===== src/rtl/stream_upsizer_if.sv =====
// Valid/ready bundle around the upsizer: a narrow beat stream in, a packed word stream out.
// The slave modport is the upsizer's view; the master modport is the view of whatever drives it.
interface stream_upsizer_if #(
  parameter int WIDTH = 32,
  parameter int RATIO = 4
);
  logic                   master_valid;
  logic [WIDTH-1:0]       master_data;
  logic                   master_last;
  logic                   master_ready;
  logic                   slave_valid;
  logic [WIDTH*RATIO-1:0] slave_data;
  logic [RATIO-1:0]       slave_keep;
  logic                   slave_last;
  logic                   slave_ready;

  modport slave (
    input  master_valid, master_data, master_last, slave_ready,
    output master_ready, slave_valid, slave_data, slave_keep, slave_last
  );

  modport master (
    output master_valid, master_data, master_last, slave_ready,
    input  master_ready, slave_valid, slave_data, slave_keep, slave_last
  );
endinterface


===== src/rtl/stream_upsizer.sv =====
// Packs RATIO consecutive WIDTH-bit beats into one registered WIDTH*RATIO-bit word.
// master_last closes a word early so a packet never shares a word with the next one.
module stream_upsizer #(
  parameter int WIDTH = 32,
  parameter int RATIO = 4
) (
  input  logic             clk,
  input  logic             rst,
  stream_upsizer_if.slave  bus_io
);
  localparam int CW = $clog2(RATIO);
  localparam logic [CW-1:0] CNT_MAX = CW'(RATIO - 1);

  typedef enum logic {FILL, HOLD} state_e;

  state_e                 state_q, state_d;
  logic [CW-1:0]          cnt_q, cnt_d;
  logic [WIDTH*RATIO-1:0] data_q, data_d;
  logic [RATIO-1:0]       keep_q, keep_d;
  logic                   last_q, last_d;
  logic                   shake_m, shake_s;

  // Ready depends only on the output register and the sink, never on master_valid.
  assign bus_io.master_ready = ~rst & (~bus_io.slave_valid | bus_io.slave_ready);
  assign shake_m = bus_io.master_valid & bus_io.master_ready;
  assign shake_s = bus_io.slave_valid & bus_io.slave_ready;

  assign bus_io.slave_valid = (state_q == HOLD);
  assign bus_io.slave_data  = data_q;
  assign bus_io.slave_keep  = keep_q;
  assign bus_io.slave_last  = last_q;

  // NOTE: every next-state signal takes its current value first, so no path leaves it unassigned and no latch is inferred.
  always_comb begin
    state_d = state_q;
    cnt_d   = cnt_q;
    data_d  = data_q;
    keep_d  = keep_q;
    last_d  = last_q;
    unique case (state_q)
      FILL: begin
        if (shake_m) begin
          data_d[int'(cnt_q)*WIDTH +: WIDTH] = bus_io.master_data;
          keep_d[cnt_q] = 1'b1;
          if (cnt_q == CNT_MAX || bus_io.master_last) begin
            state_d = HOLD;
            last_d  = bus_io.master_last;
            cnt_d   = '0;
          end else begin
            cnt_d = cnt_q + CW'(1);
          end
        end
      end
      HOLD: begin
        if (shake_s) begin
          // The leaving word is wiped so the next word starts with zeroed lanes.
          state_d = FILL;
          cnt_d   = '0;
          data_d  = '0;
          keep_d  = '0;
          last_d  = 1'b0;
          if (shake_m) begin
            data_d[WIDTH-1:0] = bus_io.master_data;
            keep_d[0]         = 1'b1;
            if (bus_io.master_last) begin
              state_d = HOLD;
              last_d  = 1'b1;
            end else begin
              cnt_d = CW'(1);
            end
          end
        end
      end
      default: state_d = FILL;
    endcase
  end

  // NOTE: state registers use non-blocking assignments so every flop samples pre-edge values.
  always_ff @(posedge clk or posedge rst) begin
    if (rst) begin
      state_q <= FILL;
      cnt_q   <= '0;
      data_q  <= '0;
      keep_q  <= '0;
      last_q  <= 1'b0;
    end else begin
      state_q <= state_d;
      cnt_q   <= cnt_d;
      data_q  <= data_d;
      keep_q  <= keep_d;
      last_q  <= last_d;
    end
  end
endmodule


===== src/flat_wrapper.sv =====
// flat-port wrapper written by rule: the top's interface ports become plain ports
module stream_upsizer_flat 
#(
  parameter int WIDTH = 32,
  parameter int RATIO = 4
)
  (clk, rst, bus_io_master_valid, bus_io_master_data, bus_io_master_last, bus_io_slave_ready, bus_io_master_ready, bus_io_slave_valid, bus_io_slave_data, bus_io_slave_keep, bus_io_slave_last);
  stream_upsizer_if #(.WIDTH(WIDTH), .RATIO(RATIO)) bus_io_i ();
  input  logic clk;
  input  logic rst;
  input wire logic [$bits(bus_io_i.master_valid)-1:0] bus_io_master_valid;
  input wire logic [$bits(bus_io_i.master_data)-1:0] bus_io_master_data;
  input wire logic [$bits(bus_io_i.master_last)-1:0] bus_io_master_last;
  input wire logic [$bits(bus_io_i.slave_ready)-1:0] bus_io_slave_ready;
  output wire logic [$bits(bus_io_i.master_ready)-1:0] bus_io_master_ready;
  output wire logic [$bits(bus_io_i.slave_valid)-1:0] bus_io_slave_valid;
  output wire logic [$bits(bus_io_i.slave_data)-1:0] bus_io_slave_data;
  output wire logic [$bits(bus_io_i.slave_keep)-1:0] bus_io_slave_keep;
  output wire logic [$bits(bus_io_i.slave_last)-1:0] bus_io_slave_last;
  assign bus_io_i.master_valid = bus_io_master_valid;
  assign bus_io_i.master_data = bus_io_master_data;
  assign bus_io_i.master_last = bus_io_master_last;
  assign bus_io_i.slave_ready = bus_io_slave_ready;
  assign bus_io_master_ready = bus_io_i.master_ready;
  assign bus_io_slave_valid = bus_io_i.slave_valid;
  assign bus_io_slave_data = bus_io_i.slave_data;
  assign bus_io_slave_keep = bus_io_i.slave_keep;
  assign bus_io_slave_last = bus_io_i.slave_last;
  stream_upsizer #(.WIDTH(WIDTH), .RATIO(RATIO)) u_core (.clk(clk), .rst(rst), .bus_io(bus_io_i));
endmodule

===== config.mk =====
export PLATFORM = sky130hd
export DESIGN_NAME = stream_upsizer_flat
export DESIGN_NICKNAME = d
export VERILOG_FILES = /design/src/rtl/stream_upsizer_if.sv /design/src/rtl/stream_upsizer.sv /design/src/flat_wrapper.sv
export SDC_FILE = /design/constraint.sdc
export NUM_CORES = 1
export LEC_CHECK = 0
export CORE_MARGIN = 2
export CORE_UTILIZATION = 33
export CTS_BUF_LIST = sky130_fd_sc_hd__clkbuf_4 sky130_fd_sc_hd__clkbuf_8
export DETAILED_ROUTE_END_ITERATION = 12
export MAX_ROUTING_LAYER = met4
export PLACE_DENSITY_LB_ADDON = 0.12
export SKIP_LAST_GASP = 1
export SLEW_MARGIN = 20
export SYNTH_ARGS = -nofsm -noshare
export SYNTH_HDL_FRONTEND = slang
export SYNTH_SLANG_ARGS = --single-unit

===== constraint.sdc =====
create_clock -name clk -period 8.4 [get_ports clk]
set_input_delay 0.84 -clock clk [delete_from_list [all_inputs] [get_ports clk]]
set_output_delay 0.84 -clock clk [all_outputs]
set_load 0.05 [all_outputs]

[Word-level counts from Yosys, hierarchy flattened]
Index checks and enable logic that the tools add are counted.
Storage, ports and cells
  register bits: 136
  logic and storage cells: 53
  memories kept: 0
  RAM bits: 0
  latch bits: 0
  output and inout bits: 135
  memory bits (read-only): 0
  bits of input ports: 37
Operators by class
  bitwise logic cells: 7
  $add $sub $neg: 2
  multiply operators: 0
  equality and inequality tests: 4
  $lt $le $gt $ge: 2
  reduce and logical (&&, ||, !) cells: 4
  multiplexer cells: 27
  shifts and indexed selects: 2
  divide/modulo/power cells: 0
Operator list (number)
  $mux W128: 2
  $pmux W128 S2: 1
  $bwmux W128: 1
  $shift A32 B33 Y128 const A: 1
  $shiftx A32 B33 Y128: 1
  $neg A7 Y33: 1
  $mux W32: 1
  $mux W1: 11
  $mux W2: 4
  $mux W4: 2
  $pmux W4 S2: 1
  $ne A2 B2 Y1 const B: 2
  $or A4 B4 Y4: 1
  $pmux W1 S2: 2
  $pmux W2 S2: 1
  $and A1 B1 Y1: 3
  $lt A2 B3 Y1 const B: 1
  $reduce_and A3 Y1: 1
  $add A2 B1 Y2 const B: 1
  $demux W1 S2: 1
  $eq A2 B2 Y1 const B: 1
  $ge A2 B1 Y1 const B: 1
  $ne A2 B1 Y1 const B: 1
  $not A1 Y1: 2
  other kinds (4): 4

[Longest topological paths before layout]
  depth in word-level cells: 7
  depth in mapped cells: 6
  mapped depth without buffers: 5

[Worst setup path after synthesis]
OpenSTA, ideal clock, no wires.
  path type: input to output
  from: input rst
  to: output bus_io_master_ready
  stages: 2
  path buffers: 0
  data required time: 7.560 ns
  path slack: 3.201 ns
  data arrival time: 4.359 ns
  cells stage by stage: inv_1 -> and2_1
Between the ends
  cells in the longest elaborated chain, start to end: 2
Ends and longest elaborated chain
  start, declared: line flat_wrapper.sv:10  | input logic rst;
  $not A1 Y1: line stream_upsizer.sv:24  | assign bus_io.master_ready = ~rst & (~bus_io.slave_valid | bus_io.slave_ready);
  $and A1 B1 Y1: line stream_upsizer.sv:24
  end, declared: line flat_wrapper.sv:15  | output wire logic [$bits(bus_io_i.master_ready)-1:0] bus_io_master_ready;
Every way passes these cells.

[Worst setup path in the final report]
Ends and elaborated chain as after synthesis.

==> flow_results.org <==
** Routing
- Remaining number of nets flagged by the antenna check after routing :: 0
- Routed length per placed instance :: between 20 and 25 um
- Detailed Route Iter0 Violations :: around 330
- The routed layout has roughly 4800 vias.
- Post-Route WL :: ~19 mm
- First-pass iteration count of the detailed router :: 4
- After detailed routing, the number of vias per cell comes to approximately 5.4.
- In the routed design, unresolved DRC markers number 0.

** Global routing
- Entering global routing, the biggest net connects slightly above 70 pins.
- After global routing the overflow that remains totals 0.
- The first global-routing pass estimated about 30 mm of wire.
- Global routing consumed, over all layers together, 20.3% of the routing resources.
- The via count of the first global-routing pass was between 4000 and 5000.
- The initial antenna violation count is 0.

** Critical path
- Endpoint of the worst setup timing path :: bus_io_master_ready
- For this design, the slowest cell found on the critical path is sky130_fd_sc_hd__clkdlybuf4s50_1.
- Crit path max-delay family :: buffers and inverters
- Data arrives at the worst endpoint at just over 3000 ps.
- Sort of element at the start of the critical path :: input port
- In this run the register-to-register setup slack is 5600 ps.
- STA classifies the critical path endpoint as an output port.
- The critical path is of the in2out type.
- CP startpoint :: rst
- Number of buffer and inverter instances along the worst setup path :: 3
- The worst register-to-register path begins at u_core.cnt_q[0].
- Of all nets on the critical path, the largest fanout is just under 70.
- Critical-path cell list :: clkdlybuf4s50_1, inv_6, and2_1, clkdlybuf4s50_1
- Max stage delay on crit path :: roughly 800 ps
- Logic depth of the worst setup path including buffers :: 4
- Data on the critical path is required at its endpoint by about 7600 ps.
- The endpoint identified for the worst register-to-register timing path is u_core.bus_io.slave_data[33].
- Most frequent cell on the critical path :: sky130_fd_sc_hd__clkdlybuf4s50_1
- Count of cells along the worst register-to-register path :: 6

** STA
- Summed over all failing endpoints, the final setup total negative slack is 0 ps.
- The max-slew violation total from the final report is 0.
- Derived from the worst setup path, the maximum achievable clock frequency is between 200 and 300 MHz.
- Fin Clk Skew :: between 10 and 15 ps
- Slew at the pin closest to its max-slew limit :: 989 ps
- The final hold violation count came to 0.
- Measured against its own limit, the worst slew margin works out to 33.8%.
- Setup violators final :: 0
- Portion of the clock cycle consumed by the worst path in the final layout :: between 40% and 50%
- Smallest setup slack after layout :: between 4000 and 5000 ps
- RSZ-0062 raised after global routing :: no
- Tmin final :: 3870 ps

** Cells and area
- Share of post-route cells with drive strength above 1 :: between 30% and 40%
- Final net count :: between 600 and 700
- 0 antenna diodes ended up in the layout.
- Area growth, synth to finish :: 38.1%

** Yosys
- Summing the sequential cell areas from Yosys gives 54.7% of the chip area.
- Number of instances in the synthesized netlist :: around 500
- Total number of yosys warnings :: 0
- Syn Nets :: between 500 and 600
- For this run, asynchronously set or reset flops after synthesis account for between 90% and 100%.
- Distinct cell type count after synthesis :: 37
- Among all flip-flop cells after synthesis, the most frequent one is sky130_fd_sc_hd__dfrtp_1.
- Each instance of the synthesized netlist takes up on average between 10 and 15 um^2.
- Count of flip-flops with a built-in enable after synthesis :: 0
- #FFs+latches synth :: 136
- Summing every instance area after synthesis gives between 6000 and 7000 um^2.

** Die
- Total Die Area :: roughly 20000 um^2
- The floorplan has 50 rows.
- Once the floorplan was initialized, standard cells occupied between 30% and 40% of the core.
- Height of the die :: between 100 and 150 um
- The die is around 140 um wide.
- between 150 and 200 I/O pins were placed.
- The core region is about 19000 um^2.

** Place
- Half-perimeter wire length after detailed placement :: roughly 13 mm
- Number of buffer cells added on primary ports :: between 150 and 200
- Post-place setup slack :: roughly 4500 ps
- Routability-driven placement finished with a final weighted congestion of around 0.81.

** Pwr
- VDD sags by at most roughly 0.12 mV.
- Cell leakage power :: 4.07 nW
- Ratio of total power to cell area :: 217 nW/um^2
- Power comes to between 0.0015 and 0.002 W.

** Clock network
- Clock tree sinks :: 136
- Resize count post-CTS :: 0
- H-Tree Depth :: 4
- CTS Buf Count :: 17
- Clock tree from TritonCTS :: yes
- Clock tree buffer depth :: 2
- Buffers inserted to repair hold after CTS numbered 0.
- Clock latency on the worst-skew pair, taken at its later pin, is between 400 and 500 ps.
- Once the clock tree was built, the setup fixing pass inserted 0 buffers.
- The root buffer cell chosen for the clock tree is sky130_fd_sc_hd__clkbuf_8.
- Clock-pin slew on the worst setup and hold paths :: about 80 ps

** Worst hold path
- The tightest min-delay check is of the reg2reg type.

** Run
- Maxcap violations :: 0

** Outcome
- The flow ran to the end, and the final reports show no timing, DRC or antenna violations.
flip-flops by register name, indices dropped and copies added (netlist names):
| signal | cells |
|---|---|
| u_core.bus_io.slave_last | 1 |
| u_core.cnt_q | 2 |
| u_core.bus_io.slave_data | 128 |
| u_core.bus_io.slave_valid | 1 |
| u_core.bus_io.slave_keep | 4 |
how the worst min path moves through the flow:
stage	endpoint	cells after the start	start
final	u_core.bus_io.slave_data[0]	1	u_core.bus_io.slave_data[0]
after global placement	u_core.bus_io.slave_data[3]	1	u_core.bus_io.slave_data[3]
after global routing	u_core.bus_io.slave_data[3]	1	u_core.bus_io.slave_data[3]
after detailed placement	u_core.bus_io.slave_data[3]	1	u_core.bus_io.slave_data[3]
after floorplan	u_core.cnt_q[0]	2	u_core.cnt_q[0]
after CTS	u_core.bus_io.slave_data[3]	1	u_core.bus_io.slave_data[3]
cells in the final DEF (no fill, tap or decap), drive strengths merged:
cell and instances:
inv 7, and4bb 1, a31oi 1, clkinv 2, mux2 64, nor2b 2
nor3b 2, buf 7, o2bb2ai 32, o221ai 1, nor4b 1, a22oi 1
nor2 1, nor4 1, a2bb2oi 1, and2 3, a31o 32, and3b 1
clkdlybuf4s50 171, dfrtp 136, and3 96, clkbuf 25, nand4bb 2, o21ai 36
o221a 1, a32o 1, ha 8, nand2b 4, nand2 5, o22ai 3
a21oi 6, bufinv 5
power breakdown:
| part | total, W | internal, W | switching, W | leakage [nW] |
|---|---|---|---|---|
| registers | 0.000735 | 0.000699 | 0.0000366 | 1.87 |
| logic | 0.000493 | 0.000163 | 0.000330 | 1.95 |
| clock network | 0.000642 | 0.000395 | 0.000248 | 0.245 |
| total | 0.00187 | 0.00126 | 0.000614 | 4.07 |
area by class of cell:
| cell class | instances | area (um^2) |
|---|---|---|
| Inverter | 7 | 31.3 |
| Clock buffer | 25 | 313 |
| Timing Repair Buffer | 178 | 1800 |
| Multi-Input combinational cell | 306 | 2600 |
| Clock inverter | 7 | 164 |
| Fill cell | 1690 | 9980 |
| Tap cell | 234 | 293 |
| Sequential cell | 136 | 3400 |
Yosys cell counts, drive strengths merged (2+ instances only):
master	count	area share, %
nand2	5	0.34
buf	21	2.4
a21oi	6	0.84
ha	8	1.6
nor2b	2	0.20
o2bb2ai	32	4.5
o21ai	36	2.9
inv	7	0.42
nand2b	4	0.40
clkbuf	24	1.4
and3	96	11
o22ai	3	0.30
dfrtp	136	55
nand4bb	2	0.36
mux2	64	12
nor3b	2	0.50
and2	3	0.30
a31o	32	4.5
per-stage QoR:
stage	instances	hold slack (ps)	instance area [um^2]	util, %
floorplan	494	647	6230	-
finish	893	496	8600	46.3
global route	893	507	8600	46.3
global placement	858	475	8060	43.4
CTS	893	500	8600	46.3
detailed placement	861	480	8120	43.7
cells by family after synthesis:
logic type,synth area share [%]
AO/OA/AOI/OAI,14.0
adder cells (fa/ha/maj),1.61
buffers and inverters,4.24
flip-flops,54.7
multiplexers,11.6
AND/OR/NAND/NOR,13.9
per-layer routing:
metal,share of wire [%],track usage (%),vias to the layer above
met4,0.71,5.26,0
met3,6.4,3.78,11
li1,-,-,2139
met2,48,31.6,172
met5,0,-,-
met1,44,27.6,2460
Note: power is estimated with default switching activity, not from simulation.
